### src/rtl/approx_err_monitor_if.sv
// Sample/control bundle between the approximate-arithmetic partition and approx_err_monitor.
// A sample transfers on a rising clk edge where in_valid && in_ready; in_ready depends only on monitor state, never on in_valid.
interface approx_err_monitor_if #(
  parameter int OUT_W = 6,
  parameter int CNT_W = 16
);
  logic             start;
  logic [CNT_W-1:0] num_samples;
  logic             in_valid;
  logic             in_ready;
  logic [OUT_W-1:0] exact;
  logic [OUT_W-1:0] approx;

  modport master (output start, num_samples, in_valid, exact, approx, input in_ready);
  modport slave  (input start, num_samples, in_valid, exact, approx, output in_ready);
endinterface

### src/rtl/approx_err_monitor.sv
// Windowed Hamming-distance error monitor for exact vs approximate output vectors.
// Optional absolute-error accumulation is enabled by defining APPROX_ERR_MONITOR_ABS_ERR_EN.
module approx_err_monitor #(
  parameter int OUT_W = 6,
  parameter int CNT_W = 16,
  parameter int ACC_W = 24,
  parameter int HD_W  = $clog2(OUT_W + 1)
) (
  input  logic                 clk,
  input  logic                 rst,
  approx_err_monitor_if.slave  bus,
  output logic                 busy,
  output logic                 done,
  output logic [ACC_W-1:0]     hd_sum,
  output logic [CNT_W-1:0]     err_count,
  output logic [HD_W-1:0]      max_hd,
  output logic [CNT_W-1:0]     sample_count,
  output logic [1:0]           state
`ifdef APPROX_ERR_MONITOR_ABS_ERR_EN
  ,
  output logic [ACC_W:0]       aed_sum,
  output logic [OUT_W-1:0]     max_aed
`endif
);

  localparam logic [1:0] IDLE  = 2'd0;
  localparam logic [1:0] RUN   = 2'd1;
  localparam logic [1:0] DRAIN = 2'd2;
  localparam logic [1:0] DONE  = 2'd3;

  logic [CNT_W-1:0] n_lat;
  logic             s1_valid;
  logic             s2_valid;
  logic [OUT_W-1:0] s1_diff;
  logic [HD_W-1:0]  s1_pop;
  logic [HD_W-1:0]  s2_hd;
  logic             accept;
  logic             start_ok;
  logic [ACC_W:0]   hd_sum_wide;

  assign bus.in_ready = (state == RUN) && (sample_count < n_lat);
  assign accept       = bus.in_valid && bus.in_ready;
  assign start_ok     = bus.start && ((state == IDLE) || (state == DONE));
  assign busy         = (state == RUN) || (state == DRAIN);
  assign done         = (state == DONE);
  assign hd_sum_wide  = {1'b0, hd_sum} + (ACC_W+1)'(s2_hd);

  always_comb begin
    s1_pop = '0;
    for (int i = 0; i < OUT_W; i++) begin
      s1_pop = s1_pop + HD_W'(s1_diff[i]);
    end
  end

  always_ff @(posedge clk) begin
    if (rst) begin
      state        <= IDLE;
      n_lat        <= '0;
      s1_valid     <= 1'b0;
      s2_valid     <= 1'b0;
      s1_diff      <= '0;
      s2_hd        <= '0;
      hd_sum       <= '0;
      err_count    <= '0;
      max_hd       <= '0;
      sample_count <= '0;
    end else begin
      s1_valid <= accept;
      s2_valid <= s1_valid;
      if (accept) s1_diff <= bus.exact ^ bus.approx;
      if (s1_valid) s2_hd <= s1_pop;

      // Pipeline is always empty when a start is honoured, so clear never races an accumulate.
      if (start_ok) begin
        hd_sum       <= '0;
        err_count    <= '0;
        max_hd       <= '0;
        sample_count <= '0;
      end else begin
        if (accept) sample_count <= sample_count + CNT_W'(1);
        if (s2_valid) begin
          hd_sum <= hd_sum_wide[ACC_W] ? {ACC_W{1'b1}} : hd_sum_wide[ACC_W-1:0];
          if (s2_hd != '0) err_count <= err_count + CNT_W'(1);
          if (s2_hd > max_hd) max_hd <= s2_hd;
        end
      end

      case (state)
        IDLE, DONE: begin
          if (start_ok) begin
            n_lat <= bus.num_samples;
            state <= (bus.num_samples == '0) ? DRAIN : RUN;
          end else begin
            state <= IDLE;
          end
        end
        RUN: begin
          if (accept && (sample_count + CNT_W'(1) == n_lat)) state <= DRAIN;
        end
        DRAIN: begin
          if (!s1_valid && !s2_valid) state <= DONE;
        end
        default: state <= IDLE;
      endcase
    end
  end

`ifdef APPROX_ERR_MONITOR_ABS_ERR_EN
  logic [OUT_W-1:0] s1_aed;
  logic [OUT_W-1:0] s2_aed;
  logic [ACC_W+1:0] aed_sum_wide;

  assign aed_sum_wide = {1'b0, aed_sum} + (ACC_W+2)'(s2_aed);

  always_ff @(posedge clk) begin
    if (rst) begin
      s1_aed  <= '0;
      s2_aed  <= '0;
      aed_sum <= '0;
      max_aed <= '0;
    end else begin
      if (accept) begin
        s1_aed <= (bus.exact >= bus.approx) ? (bus.exact - bus.approx) : (bus.approx - bus.exact);
      end
      if (s1_valid) s2_aed <= s1_aed;
      if (start_ok) begin
        aed_sum <= '0;
        max_aed <= '0;
      end else if (s2_valid) begin
        aed_sum <= aed_sum_wide[ACC_W+1] ? {(ACC_W+1){1'b1}} : aed_sum_wide[ACC_W:0];
        if (s2_aed > max_aed) max_aed <= s2_aed;
      end
    end
  end
`endif

endmodule

### src/flat_wrapper.sv
// flat-port wrapper written by rule: the top's interface ports become plain ports
module approx_err_monitor_flat 
#(
  parameter int OUT_W = 6,
  parameter int CNT_W = 16,
  parameter int ACC_W = 24,
  parameter int HD_W  = $clog2(OUT_W + 1)
)
  (clk, rst, busy, done, hd_sum, err_count, max_hd, sample_count, state, bus_start, bus_num_samples, bus_in_valid, bus_exact, bus_approx, bus_in_ready);
  approx_err_monitor_if #(.OUT_W(OUT_W), .CNT_W(CNT_W)) bus_i ();
  input  logic clk;
  input  logic rst;
  output logic busy;
  output logic done;
  output logic [ACC_W-1:0] hd_sum;
  output logic [CNT_W-1:0] err_count;
  output logic [HD_W-1:0] max_hd;
  output logic [CNT_W-1:0] sample_count;
  output logic [1:0] state;
  input wire logic [$bits(bus_i.start)-1:0] bus_start;
  input wire logic [$bits(bus_i.num_samples)-1:0] bus_num_samples;
  input wire logic [$bits(bus_i.in_valid)-1:0] bus_in_valid;
  input wire logic [$bits(bus_i.exact)-1:0] bus_exact;
  input wire logic [$bits(bus_i.approx)-1:0] bus_approx;
  output wire logic [$bits(bus_i.in_ready)-1:0] bus_in_ready;
  assign bus_i.start = bus_start;
  assign bus_i.num_samples = bus_num_samples;
  assign bus_i.in_valid = bus_in_valid;
  assign bus_i.exact = bus_exact;
  assign bus_i.approx = bus_approx;
  assign bus_in_ready = bus_i.in_ready;
  approx_err_monitor #(.OUT_W(OUT_W), .CNT_W(CNT_W), .ACC_W(ACC_W), .HD_W(HD_W)) u_core (.clk(clk), .rst(rst), .bus(bus_i), .busy(busy), .done(done), .hd_sum(hd_sum), .err_count(err_count), .max_hd(max_hd), .sample_count(sample_count), .state(state));
endmodule
### config.mk
export PLATFORM = sky130hd
export DESIGN_NAME = approx_err_monitor_flat
export DESIGN_NICKNAME = d
export VERILOG_FILES = /design/src/rtl/approx_err_monitor_if.sv /design/src/rtl/approx_err_monitor.sv /design/src/flat_wrapper.sv
export SDC_FILE = /design/constraint.sdc
export NUM_CORES = 1
export LEC_CHECK = 0
export BUFFER_PORTS_ARGS = -buffer_cell sky130_fd_sc_hd__buf_4
export CAP_MARGIN = 0
export CORE_AREA = 5 5 105 107
export CTS_BUF_LIST = sky130_fd_sc_hd__clkbuf_16
export DETAILED_ROUTE_END_ITERATION = 10
export DIE_AREA = 0 0 110 112
export PLACE_DENSITY_LB_ADDON = 0.05
export SLEW_MARGIN = 20
export SYNTH_ARGS = -nofsm -noshare
export SYNTH_HDL_FRONTEND = slang
export SYNTH_SLANG_ARGS = --single-unit
### constraint.sdc
create_clock -name clk -period 2.21 [get_ports clk]
set_input_delay 0 -clock clk [delete_from_list [all_inputs] [get_ports clk]]
set_output_delay 0 -clock clk [all_outputs]
set_load 0.05 [all_outputs]
==> out/metrics.cfg <==
[placed_design]
pre_cts_slack_ns = -0.0793
dpl_cell_area_mm2 = 0.00623
hpwl_um = 10000
gp_congestion = 0.915
io_buffers = 95

[power_and_ir_drop]
power.density_mw_per_mm2 = 707
total_leakage_power_nw = 2.94
max-vdd-ir-drop_uv = 427

[global_routing]
gr-total-overflow = 0
antenna_found_initial = 0
grt_pass1_vias = 4638
gr-usage-all-layers_pct = 22.4
grt_pass1_wl_um = 22200
grt_max_degree = 32

[sta]
worst_slew_pin_slew_ns = 0.690
finalClockSkew_ns = 0.00908
fin_ws_ns = -0.0894
rsz0062_at_grt = true
period_share_pct = 104
hold_viol_final = 0
slew-limit-headroom_pct = 53.7
slew_violations = 0
fmax_ghz = 0.435
finalSetupTns_ns = -0.328
setup_viol = 9
fin_hold_ws_ns = 0.0119
fin_crit_ns = 2.30

[worst_setup_path]
start_kind = flip-flop
crit_path_end_kind = flip-flop
crit_buf_inv = 1
critPathRequiredTime_ns = 2.46
cp_top_family = simple AND/OR/NAND/NOR gates
critPathMaxFanout = 4
slowest_stage = or4_4
critical_path.cell_chain = buf_6 -> nand4_4 -> or4_4 -> xnor2_1 -> nor4_1 -> o211a_1 -> a311oi_1 -> a311oi_2
max_stage_delay_ns = 0.56
arrival_ns = 2.55
worstSetupPathType = reg2reg

[synthesis]
syn_area_per_cell_um2 = 8.42
ys_async_sr_fraction_pct = 0
yosysUniqueCellTypes = 59
synth-edff-count = 0
ys.flop_type = dfxtp_1
ys_seq_area_share_pct = 36.2
syn-cell-area_mm2 = 0.00487
ys_ff_latch = 88
synth_top_cell_area_share_pct = 36.2
postSynthCellCount = 578
synthTopCellsByArea = dfxtp_1, ha_1, a21oi_1
yosysTopAreaCell = dfxtp_1
yosys_warnings = 0
synth_fp_nets = 642

[clock_tree]
clk-insertion-delay-late_ns = 0.34
cts_sinks = 88
ctsRootBufferMaster = clkbuf_16
tritoncts = done
clk_pin_slew_ns = 0.07
cts_made_buffers = 9
clk_path_buf_depth = 2
htree_num_levels = 3

[routing]
drt_iter0_markers = 287
wl_per_cell_um = 15.3
drt-pass1-iter-count = 4
drt-total-wl_um = 13700
num_vias = 4733
wl_met3_um = 549
drc = 0
maxUsedRoutingLayer = met4
viasPerCell = 5.27
wl_met1_um = 5930
ant_nets = 0
wl_met2_um = 7010

[die]
rows = 37
initial_utilization_pct = 48.4
die-area_mm2 = 0.0123
core_area_mm2 = 0.0100
dieWidth_um = 110
die_h_um = 112
pin_count = 96

[finish]
final_cell_mix = buf_4, dfxtp_1, nand2_1
drive_gt1_share_pct = 32.9
n_antenna_cell = 0
area_delta_synth_final_pct = 44.7
mostFrequentLayoutCell = buf_4
nets = 821
fin_area_mm2 = 0.00704

[worst_hold_path]
hold_path.class = in2reg

[flow_run]
drv_cap = 0

[status]
outcome = complete, but fails checks
violations = negative setup slack

-- metrics by stage --
step | std cells | total power [mW] | utilization (%)
after floorplan | 578 | 2.76 | -
after global placement | 845 | 3.30 | 62.0
after detailed placement | 845 | 3.34 | 62.0
after CTS | 891 | 4.89 | 68.1
after global routing | 898 | 5.24 | 70.1
final | 898 | 4.98 | 70.1
-- sequential cells by signal (all words and copies together), names as in the netlist --
register,count
u_core.state,2
u_core.s2_valid,1
u_core.err_count,16
u_core.s1_valid,1
u_core.n_lat,16
u_core.hd_sum,24
u_core.s1_diff,6
u_core.max_hd,3
u_core.s2_hd,3
u_core.sample_count,16
-- synth_stat cells (2+ instances only) --
cell type and instances:
nor2b_1 5, buf_2 7, nor4_1 6, or3_1 15, nor3_1 3, nand2b_1 4, nor2_1 43, mux2i_1 9
and3_1 15, inv_1 37, a311oi_1 4, a211oi_1 7, dfxtp_1 88, or2_2 2, buf_1 4, o21a_1 2
clkbuf_1 11, and4_2 2, o211ai_1 2, o21ai_0 20, xor2_1 28, or4_1 2, fa_1 4, o31ai_1 2
nor4_4 2, xnor2_1 28, o22ai_1 2, a21o_1 10, nand3_1 25, and2_1 2, nand2_1 62, nand4_1 14
ha_1 28, a21oi_1 58
-- logic make-up (layout without fill, tap and decap cells) --
logic type / Yosys count / count (layout) / synth area share (%)
compound gates: 122 / 122 / 15.6
xor+xnor: 56 / 56 / 10.1
fa+ha+maj: 32 / 32 / 8.84
buf+inv: 60 / 244 / 4.88
flops: 88 / 88 / 36.2
mux: 9 / 9 / 1.85
simple gates: 211 / 211 / 22.6
-- repair_timing --
| action | in CTS | in global routing |
|---|---|---|
| hold endpoints to repair | 21 | 0 |
| pin swaps | 11 | 32 |
| cloned | 1 | 0 |
| hold buffers | 26 | 0 |
| endpoints found under the setup margin | 17 | 39 |
| buffers inserted | 3 | 8 |
| gates resized for setup | 15 | 36 |
-- path summary, 6_finish.rpt --
path | start | end | slack (ns) | cells after the start
worst max-delay path | u_core.sample_count[10] | u_core.state[1] | -0.09 | 8
worst max register to register | u_core.sample_count[10] | u_core.state[1] | -0.09 | 8
worst min-delay path | bus_exact[2] | u_core.s1_diff[2] | 0.01 | 4
worst min register to register | u_core.n_lat[0] | u_core.n_lat[0] | 0.47 | 2
-- area by class of cell --
| cell class | instances | area, um2 |
|---|---|---|
| inverters | 37 | 139 |
| flip-flops and latches | 88 | 1820 |
| clock inverters | 7 | 51.3 |
| well taps | 136 | 170 |
| fillers | 800 | 3000 |
| repair buffers | 191 | 1550 |
| multi-input cells | 430 | 3090 |
| clock buffers | 9 | 225 |
-- worst min-delay path, cell delays in order --
cell	delay (ns)
buf_4	0.08
xor2_1	0.07
nor2_1	0.09
a211oi_1	0.05
-- metal layers --
metal,global-route usage (%),up-vias
li1,-,2394
met3,3.94,21
met4,6.57,0
met1,28.0,2221
met5,0,-
met2,38.8,97
-- report_power, final --
part | internal [mW] | switching, mW
logic | 0.745 | 0.986
clock network | 0.775 | 0.687
registers | 1.69 | 0.0955
Note: power is estimated with default switching activity, not from simulation.
